--- config.mk ---
export PLATFORM = sky130hd
export DESIGN_NAME = mem_burst_master_flat
export DESIGN_NICKNAME = d
export VERILOG_FILES = /design/src/rtl/mem_burst_master_pkg.sv /design/src/rtl/mem_burst_master_if.sv /design/src/rtl/mem_rdata_buf.sv /design/src/rtl/mem_burst_master.sv /design/src/flat_wrapper.sv
export SDC_FILE = /design/constraint.sdc
export NUM_CORES = 1
export LEC_CHECK = 0
export ABC_AREA = 0
export BUFFER_PORTS_ARGS = -buffer_cell sky130_fd_sc_hd__buf_4
export CELL_PAD_IN_SITES_DETAIL_PLACEMENT = 0
export CELL_PAD_IN_SITES_GLOBAL_PLACEMENT = 1
export CORE_MARGIN = 1
export CORE_UTILIZATION = 37
export CTS_BUF_LIST = sky130_fd_sc_hd__clkbuf_8
export DETAILED_ROUTE_END_ITERATION = 10
export PLACE_DENSITY_LB_ADDON = 0.1
export SLEW_MARGIN = 20
export SYNTH_ARGS = -nofsm -noshare
export SYNTH_HDL_FRONTEND = slang
export SYNTH_SLANG_ARGS = --single-unit
--- constraint.sdc ---
create_clock -name clk_i -period 2.11 [get_ports clk_i]
set_clock_uncertainty 0.05 [all_clocks]
set_input_delay 0.3165 -clock clk_i [delete_from_list [all_inputs] [get_ports clk_i]]
set_output_delay 0.3165 -clock clk_i [all_outputs]
set_load 0.05 [all_outputs]
--- src/rtl/mem_burst_master_pkg.sv ---
// Shared types and constants for the burst master.
// Widths and depth must track the memory instance.
package mem_pkg;

  localparam int DEF_WIDTH = 8;
  localparam int DEF_DEPTH = 16;

  localparam logic DIR_WRITE = 1'b1;
  localparam logic DIR_READ  = 1'b0;

  typedef enum logic [1:0] {
    ST_IDLE,
    ST_ISSUE,
    ST_WAIT,
    ST_DONE
  } state_t;

  // Address step that wraps at the last location,
  // so non-power-of-two depths still wrap correctly.
  function automatic int unsigned wrap_inc(
    input int unsigned a,
    input int unsigned depth
  );
    return (a == depth - 1) ? 0 : a + 1;
  endfunction

endpackage

--- src/rtl/mem_burst_master_if.sv ---
// Single-beat request/response port to the memory.
// The master drives requests; the slave answers.
interface mem_burst_master_if
  import mem_pkg::*;
#(
  parameter int WIDTH      = DEF_WIDTH,
  parameter int ADDR_WIDTH = $clog2(DEF_DEPTH)
) ();

  logic                  mem_valid_o;
  logic [ADDR_WIDTH-1:0] mem_addr_o;
  logic                  mem_write_read_o;
  logic [WIDTH-1:0]      mem_write_data_o;
  logic                  mem_ready_i;
  logic [WIDTH-1:0]      mem_read_data_i;

  modport master (
    output mem_valid_o,
    output mem_addr_o,
    output mem_write_read_o,
    output mem_write_data_o,
    input  mem_ready_i,
    input  mem_read_data_i
  );

  modport slave (
    input  mem_valid_o,
    input  mem_addr_o,
    input  mem_write_read_o,
    input  mem_write_data_o,
    output mem_ready_i,
    output mem_read_data_i
  );

endinterface

--- src/rtl/mem_rdata_buf.sv ---
// One-entry output register for the read stream.
// A new load always wins over a same-cycle drain.
module mem_rdata_buf
  import mem_pkg::*;
#(
  parameter int WIDTH = DEF_WIDTH
) (
  input  logic             clk_i,
  input  logic             rst_i,
  input  logic             i_load,
  input  logic [WIDTH-1:0] i_data,
  input  logic             i_ready,
  output logic [WIDTH-1:0] o_data,
  output logic             o_valid
);

  logic             r_valid;
  logic [WIDTH-1:0] r_data;

  // Hold one beat until the consumer takes it
  always_ff @(posedge clk_i) begin
    if (rst_i) begin
      r_valid <= 1'b0;
      r_data  <= '0;
    end else if (i_load) begin
      r_valid <= 1'b1;
      r_data  <= i_data;
    end else if (r_valid && i_ready) begin
      r_valid <= 1'b0;
    end
  end

  assign o_data  = r_data;
  assign o_valid = r_valid;

endmodule

--- src/rtl/mem_burst_master.sv ---
// Splits a burst command into single-beat memory
// requests, fed by a write stream or to a read stream.
module mem_burst_master
  import mem_pkg::*;
#(
  parameter int WIDTH      = DEF_WIDTH,
  parameter int DEPTH      = DEF_DEPTH,
  parameter int ADDR_WIDTH = $clog2(DEPTH),
  parameter int LEN_WIDTH  = ADDR_WIDTH + 1
) (
  input  logic                  clk_i,
  input  logic                  rst_i,
  input  logic                  start_i,
  input  logic [ADDR_WIDTH-1:0] base_addr_i,
  input  logic [LEN_WIDTH-1:0]  len_i,
  input  logic                  write_read_i,
  output logic                  busy_o,
  output logic                  done_o,
  input  logic [WIDTH-1:0]      wdata_i,
  input  logic                  wdata_valid_i,
  output logic                  wdata_ready_o,
  output logic [WIDTH-1:0]      rdata_o,
  output logic                  rdata_valid_o,
  input  logic                  rdata_ready_i,
  mem_burst_master_if.master    m_bus
);

  state_t r_state;
  state_t w_next;

  logic [ADDR_WIDTH-1:0] r_addr;
  logic [LEN_WIDTH-1:0]  r_cnt;
  logic                  r_dir;
  logic                  r_busy;
  logic                  r_done;

  logic                  r_mvalid;
  logic [ADDR_WIDTH-1:0] r_maddr;
  logic                  r_mwr;
  logic [WIDTH-1:0]      r_mwdata;

  logic w_accept;
  logic w_issue_wr;
  logic w_issue_rd;
  logic w_beat;
  logic w_rd_load;
  logic w_rvalid;

  // State register
  always_ff @(posedge clk_i) begin
    if (rst_i) r_state <= ST_IDLE;
    else       r_state <= w_next;
  end

  // Next state and per-cycle control strobes
  always_comb begin
    w_next     = r_state;
    w_accept   = 1'b0;
    w_issue_wr = 1'b0;
    w_issue_rd = 1'b0;
    w_beat     = 1'b0;
    unique case (r_state)
      ST_IDLE: begin
        if (start_i) begin
          w_accept = 1'b1;
          w_next   = (len_i == '0) ? ST_DONE
                                   : ST_ISSUE;
        end
      end
      ST_ISSUE: begin
        if (r_dir == DIR_WRITE) begin
          if (wdata_valid_i) begin
            w_issue_wr = 1'b1;
            w_next     = ST_WAIT;
          end
        end else if (!w_rvalid ||
                     rdata_ready_i) begin
          w_issue_rd = 1'b1;
          w_next     = ST_WAIT;
        end
      end
      ST_WAIT: begin
        if (m_bus.mem_ready_i) begin
          w_beat = 1'b1;
          w_next = (r_cnt == LEN_WIDTH'(1))
                   ? ST_DONE : ST_ISSUE;
        end
      end
      ST_DONE: w_next = ST_IDLE;
      default: w_next = ST_IDLE;
    endcase
  end

  // Burst address, remaining beats and direction
  always_ff @(posedge clk_i) begin
    if (rst_i) begin
      r_addr <= '0;
      r_cnt  <= '0;
      r_dir  <= DIR_READ;
    end else if (w_accept) begin
      r_addr <= base_addr_i;
      r_cnt  <= len_i;
      r_dir  <= write_read_i;
    end else if (w_beat) begin
      r_addr <= ADDR_WIDTH'(
        wrap_inc(32'(r_addr), DEPTH));
      r_cnt  <= r_cnt - LEN_WIDTH'(1);
    end
  end

  // Registered memory request, one cycle per beat
  always_ff @(posedge clk_i) begin
    if (rst_i) begin
      r_mvalid <= 1'b0;
      r_maddr  <= '0;
      r_mwr    <= 1'b0;
      r_mwdata <= '0;
    end else begin
      r_mvalid <= w_issue_wr || w_issue_rd;
      if (w_issue_wr || w_issue_rd) begin
        r_maddr <= r_addr;
        r_mwr   <= r_dir;
      end
      if (w_issue_wr) r_mwdata <= wdata_i;
    end
  end

  // Busy spans acceptance to completion; done pulses
  always_ff @(posedge clk_i) begin
    if (rst_i) begin
      r_busy <= 1'b0;
      r_done <= 1'b0;
    end else begin
      r_done <= (r_state == ST_DONE);
      if (w_accept)
        r_busy <= 1'b1;
      else if (r_state == ST_DONE)
        r_busy <= 1'b0;
    end
  end

  assign w_rd_load = w_beat && (r_dir == DIR_READ);

  mem_rdata_buf #(
    .WIDTH (WIDTH)
  ) u_rbuf (
    .clk_i   (clk_i),
    .rst_i   (rst_i),
    .i_load  (w_rd_load),
    .i_data  (m_bus.mem_read_data_i),
    .i_ready (rdata_ready_i),
    .o_data  (rdata_o),
    .o_valid (w_rvalid)
  );

  assign rdata_valid_o = w_rvalid;
  assign wdata_ready_o = (r_state == ST_ISSUE) &&
                         (r_dir == DIR_WRITE);
  assign busy_o = r_busy;
  assign done_o = r_done;

  assign m_bus.mem_valid_o      = r_mvalid;
  assign m_bus.mem_addr_o       = r_maddr;
  assign m_bus.mem_write_read_o = r_mwr;
  assign m_bus.mem_write_data_o = r_mwdata;

endmodule

--- src/flat_wrapper.sv ---
// flat-port wrapper written by rule: the top's interface ports become plain ports
module mem_burst_master_flat import mem_pkg::*;
#(
  parameter int WIDTH      = DEF_WIDTH,
  parameter int DEPTH      = DEF_DEPTH,
  parameter int ADDR_WIDTH = $clog2(DEPTH),
  parameter int LEN_WIDTH  = ADDR_WIDTH + 1
)
  (clk_i, rst_i, start_i, base_addr_i, len_i, write_read_i, busy_o, done_o, wdata_i, wdata_valid_i, wdata_ready_o, rdata_o, rdata_valid_o, rdata_ready_i, m_bus_mem_valid_o, m_bus_mem_addr_o, m_bus_mem_write_read_o, m_bus_mem_write_data_o, m_bus_mem_ready_i, m_bus_mem_read_data_i);
  mem_burst_master_if #(.WIDTH(WIDTH), .ADDR_WIDTH(ADDR_WIDTH)) m_bus_i ();
  input  logic clk_i;
  input  logic rst_i;
  input  logic start_i;
  input  logic [ADDR_WIDTH-1:0] base_addr_i;
  input  logic [LEN_WIDTH-1:0] len_i;
  input  logic write_read_i;
  output logic busy_o;
  output logic done_o;
  input  logic [WIDTH-1:0] wdata_i;
  input  logic wdata_valid_i;
  output logic wdata_ready_o;
  output logic [WIDTH-1:0] rdata_o;
  output logic rdata_valid_o;
  input  logic rdata_ready_i;
  output wire logic [$bits(m_bus_i.mem_valid_o)-1:0] m_bus_mem_valid_o;
  output wire logic [$bits(m_bus_i.mem_addr_o)-1:0] m_bus_mem_addr_o;
  output wire logic [$bits(m_bus_i.mem_write_read_o)-1:0] m_bus_mem_write_read_o;
  output wire logic [$bits(m_bus_i.mem_write_data_o)-1:0] m_bus_mem_write_data_o;
  input wire logic [$bits(m_bus_i.mem_ready_i)-1:0] m_bus_mem_ready_i;
  input wire logic [$bits(m_bus_i.mem_read_data_i)-1:0] m_bus_mem_read_data_i;
  assign m_bus_mem_valid_o = m_bus_i.mem_valid_o;
  assign m_bus_mem_addr_o = m_bus_i.mem_addr_o;
  assign m_bus_mem_write_read_o = m_bus_i.mem_write_read_o;
  assign m_bus_mem_write_data_o = m_bus_i.mem_write_data_o;
  assign m_bus_i.mem_ready_i = m_bus_mem_ready_i;
  assign m_bus_i.mem_read_data_i = m_bus_mem_read_data_i;
  mem_burst_master #(.WIDTH(WIDTH), .DEPTH(DEPTH), .ADDR_WIDTH(ADDR_WIDTH), .LEN_WIDTH(LEN_WIDTH)) u_core (.clk_i(clk_i), .rst_i(rst_i), .start_i(start_i), .base_addr_i(base_addr_i), .len_i(len_i), .write_read_i(write_read_i), .busy_o(busy_o), .done_o(done_o), .wdata_i(wdata_i), .wdata_valid_i(wdata_valid_i), .wdata_ready_o(wdata_ready_o), .rdata_o(rdata_o), .rdata_valid_o(rdata_valid_o), .rdata_ready_i(rdata_ready_i), .m_bus(m_bus_i));
endmodule
==> results.sh <==
export IMPL_htreeDepth=2
export IMPL_wl_per_cell_um=12.63
export IMPL_synth_xor_area_share_pct=0
export IMPL_synth_top_cell_area_share_pct=43.24
export IMPL_tightest_slew_ps=481.5
export IMPL_synthMuxAreaShare_pct=4.237
export IMPL_final_cell_count_no_fill=301
export IMPL_synth_seq_cells=37
export IMPL_synth_nets=230
export IMPL_finalCritPeriodShare_pct=81.26
export IMPL_vias=1513
export IMPL_hold_path_end="u_core.u_rbuf.o_data[3]"
export IMPL_synth_area_per_cell_um2=8.784
export IMPL_period_minus_slack_ps=1715
export IMPL_antenna_found_initial=0
export IMPL_place_inst=293
export IMPL_setup_viol=0
export IMPL_cp_required_ps=1740
export IMPL_p_per_area_nw_per_um2=705.2
export IMPL_fin_util_pct=50.54
export IMPL_drt_pass1_iter_count=4
export IMPL_cts_sinks=37
export IMPL_diodes=0
export IMPL_drv_cap=0
export IMPL_final_layout_size_suffix_gt1_share_pct=29.72
export IMPL_synth_cells=195
export IMPL_hold_path_class="in -> reg"
export IMPL_place_ws_ps=508.1
export IMPL_synth_edff_count=0
export IMPL_cp_end_kind="output pin"
export IMPL_finalMaxSlewViolations=0
export IMPL_critPathLaunchType="flip-flop"
export IMPL_synth_ff_type="dfxtp_1"
export IMPL_rr_endpoint="u_core.r_cnt[4]"
export IMPL_routed_wirelength_um=3803
export IMPL_grt_start_max_net_pins=46
export IMPL_grt_pass1_wl_um=6513
export IMPL_fin_ws_ps=395.4
export IMPL_postCtsSetupRepairBufs=0
export IMPL_cts_tree="done"
export IMPL_initial_core_util_pct=38.80
export IMPL_io_pins=58
export IMPL_arrival_ps=1350
export IMPL_ys_types=48
export IMPL_grt_overflow=0
export IMPL_grtUsageTotal_pct=16.66
export IMPL_finalWeightedCongestion=0.7945
export IMPL_r2r_slack_ps=510
export IMPL_final_net_count=283
export IMPL_p_leak_nw=0.9136
export IMPL_critPathKind="reg -> out"
export IMPL_area_growth_pct=30.24
export IMPL_grt_pass1_vias=1389
export IMPL_synth_simple_area_share_pct=26.73
export IMPL_reg2reg_depth=3
export IMPL_status="complete, no violations"
export IMPL_vias_per_cell=5.027
export IMPL_r2r_start="u_core.r_state[1]"
export IMPL_final_hold_viol_count=0
export IMPL_hold_path_cell_count=3
export IMPL_synthAdderAreaFrac_pct=2.191
export IMPL_yosys_warnings=0
export IMPL_clock_path_buffers=2
export IMPL_clk_latency_ps=290
export IMPL_cts_root_buf="clkbuf_8"
export IMPL_synth_area_leaders="dfxtp_1 43%, nand2_1 8.3%, a21oi_1 6.4%, nand2b_1 4.7%, mux2i_1 2.9%"
export IMPL_die_y_um=70.04
export IMPL_rsz0062_at_grt="false"
export IMPL_ir_drop_mv=0.3185
export IMPL_hpwl_um=2672
export IMPL_post_cts_resized=0
export IMPL_crit_fanout=13
export IMPL_cts_buffers=5
export IMPL_slew_headroom_pct=67.66
export IMPL_drcViolationCount=0
export IMPL_synth_compound_area_share_pct=17.17
export IMPL_rows=24
export IMPL_hp_start="m_bus_mem_read_data_i[3]"
export IMPL_netlist_area_um2=1713
export IMPL_die_area_um2=4906
export IMPL_timing_fmax_ghz=0.5832
export IMPL_tns_ps=0
export IMPL_synth_seq_area_share_pct=43.24
export IMPL_yosysTopAreaCell="dfxtp_1"
export IMPL_final_antenna_net_count=0
export IMPL_portBuffers=57
export IMPL_async_flop_share_pct=0
export IMPL_die_w_um=70.04
export IMPL_ctsHoldBuffers=0
export IMPL_path_clk_slew_ps=70
export IMPL_drt_initial_drc_count=82
export IMPL_core_area_um2=4414
export IMPL_synth_top_family_by_area="simple AND/OR/NAND/NOR gates"
[cell type report]
| cell class | count | area (um2) |
|---|---|---|
| inverter | 8 | 30.03 |
| timing repair buffer | 60 | 450.4 |
| clock inverter | 3 | 13.76 |
| multi-input combinational | 136 | 862.1 |
| fill | 454 | 2183 |
| tap | 52 | 65.06 |
| clock buffer | 5 | 68.82 |
| sequential | 37 | 740.7 |
[power breakdown]
group | leakage, nW | total, mW | switching, mW | internal, mW
logic | 0.563 | 0.318 | 0.172 | 0.146
registers | 0.301 | 0.781 | 0.0430 | 0.738
clock network | 0.0491 | 0.474 | 0.250 | 0.224
total | 0.914 | 1.57 | 0.466 | 1.11
[flip-flops by register name, indices dropped and copies added (netlist names)]
signal and cells:
u_core.m_bus.mem_write_data_o 8, u_core.u_rbuf.o_data 8, u_core.r_cnt 5, u_core.m_bus.mem_addr_o 4
u_core.r_addr 4, u_core.r_state 2, u_core.busy_o 1, u_core.done_o 1
u_core.m_bus.mem_valid_o 1, u_core.m_bus.mem_write_read_o 1, u_core.r_dir 1, u_core.u_rbuf.o_valid 1
[routing by layer]
| metal | GRT usage [%] | routed length, um | up-vias |
|---|---|---|---|
| li1 | - | - | 792 |
| met1 | 23.10 | 1876 | 675 |
| met2 | 24.47 | 1654 | 41 |
| met3 | 6.205 | 238 | 5 |
| met4 | 4.000 | 34 | 0 |
| met5 | 0 | 0 | - |
[logic make-up (layout without fill, tap and decap cells)]
kind of cell | after synthesis | count (layout)
simple gates | 81 | 81
compound gates | 45 | 45
flops | 37 | 37
buf+inv | 22 | 76
mux | 7 | 7
fa+ha+maj | 3 | 3
[synthesized netlist by cell type (all sizes together), types with 3 or more instances]
cell type,n
nor2b,3
o22ai,4
nand2b,13
a21oi,22
nand3,3
a31oi,3
clkbuf,6
nand2,38
dfxtp,37
ha,3
a22oi,3
inv,8
mux2i,5
buf,8
nor2,3
[worst max-delay path: stages, from the launching register on]
cell and delay [ps]:
dfxtp_1 530, nor2b_1 200, and2_1 140, buf_4 190
[cells in the final DEF, fill, tap and decap left out, types with 2 or more instances in the layout]
master	synthesis	layout
nand3_1	3	3
nand2b_1	13	13
a311oi_1	2	2
dfxtp_1	37	37
a22oi_1	3	3
o311ai_1	2	2
ha_1	3	3
a21oi_1	22	22
nand2_1	38	38
a32oi_1	2	2
o22ai_1	4	4
clkbuf_8	0	5
buf_4	0	60
and4b_1	2	2
a31oi_1	3	3
nor2b_1	3	3
nor3_1	2	2
mux2_2	2	2
clkinv_2	0	2
inv_1	7	8
nor2_1	3	3
mux2i_1	5	5
[per-stage QoR]
stage	power [mW]	hold slack, ps	cell area, um2
2_1_floorplan	1.014	400.2	1713
3_3_place_gp	1.120	393.6	2148
3_5_place_dp	1.118	398.8	2148
4_1_cts	1.599	206.0	2231
5_1_grt	1.670	213.5	2231
6_report	1.573	214.8	2231
[worst max-delay path by stage]
stage	from	to	slack (ps)	cells past startpoint
2_1_floorplan	u_core.r_cnt[1]	u_core.r_state[1]	630	5
3_3_place_gp	u_core.r_state[1]	u_core.r_cnt[4]	540	3
3_5_place_dp	u_core.r_state[1]	u_core.r_cnt[4]	510	3
4_1_cts	u_core.r_state[0]	wdata_ready_o	370	3
5_1_grt	u_core.r_state[0]	wdata_ready_o	270	3
6_report	u_core.r_state[0]	wdata_ready_o	400	3
Note: power is estimated with default switching activity, not from simulation.
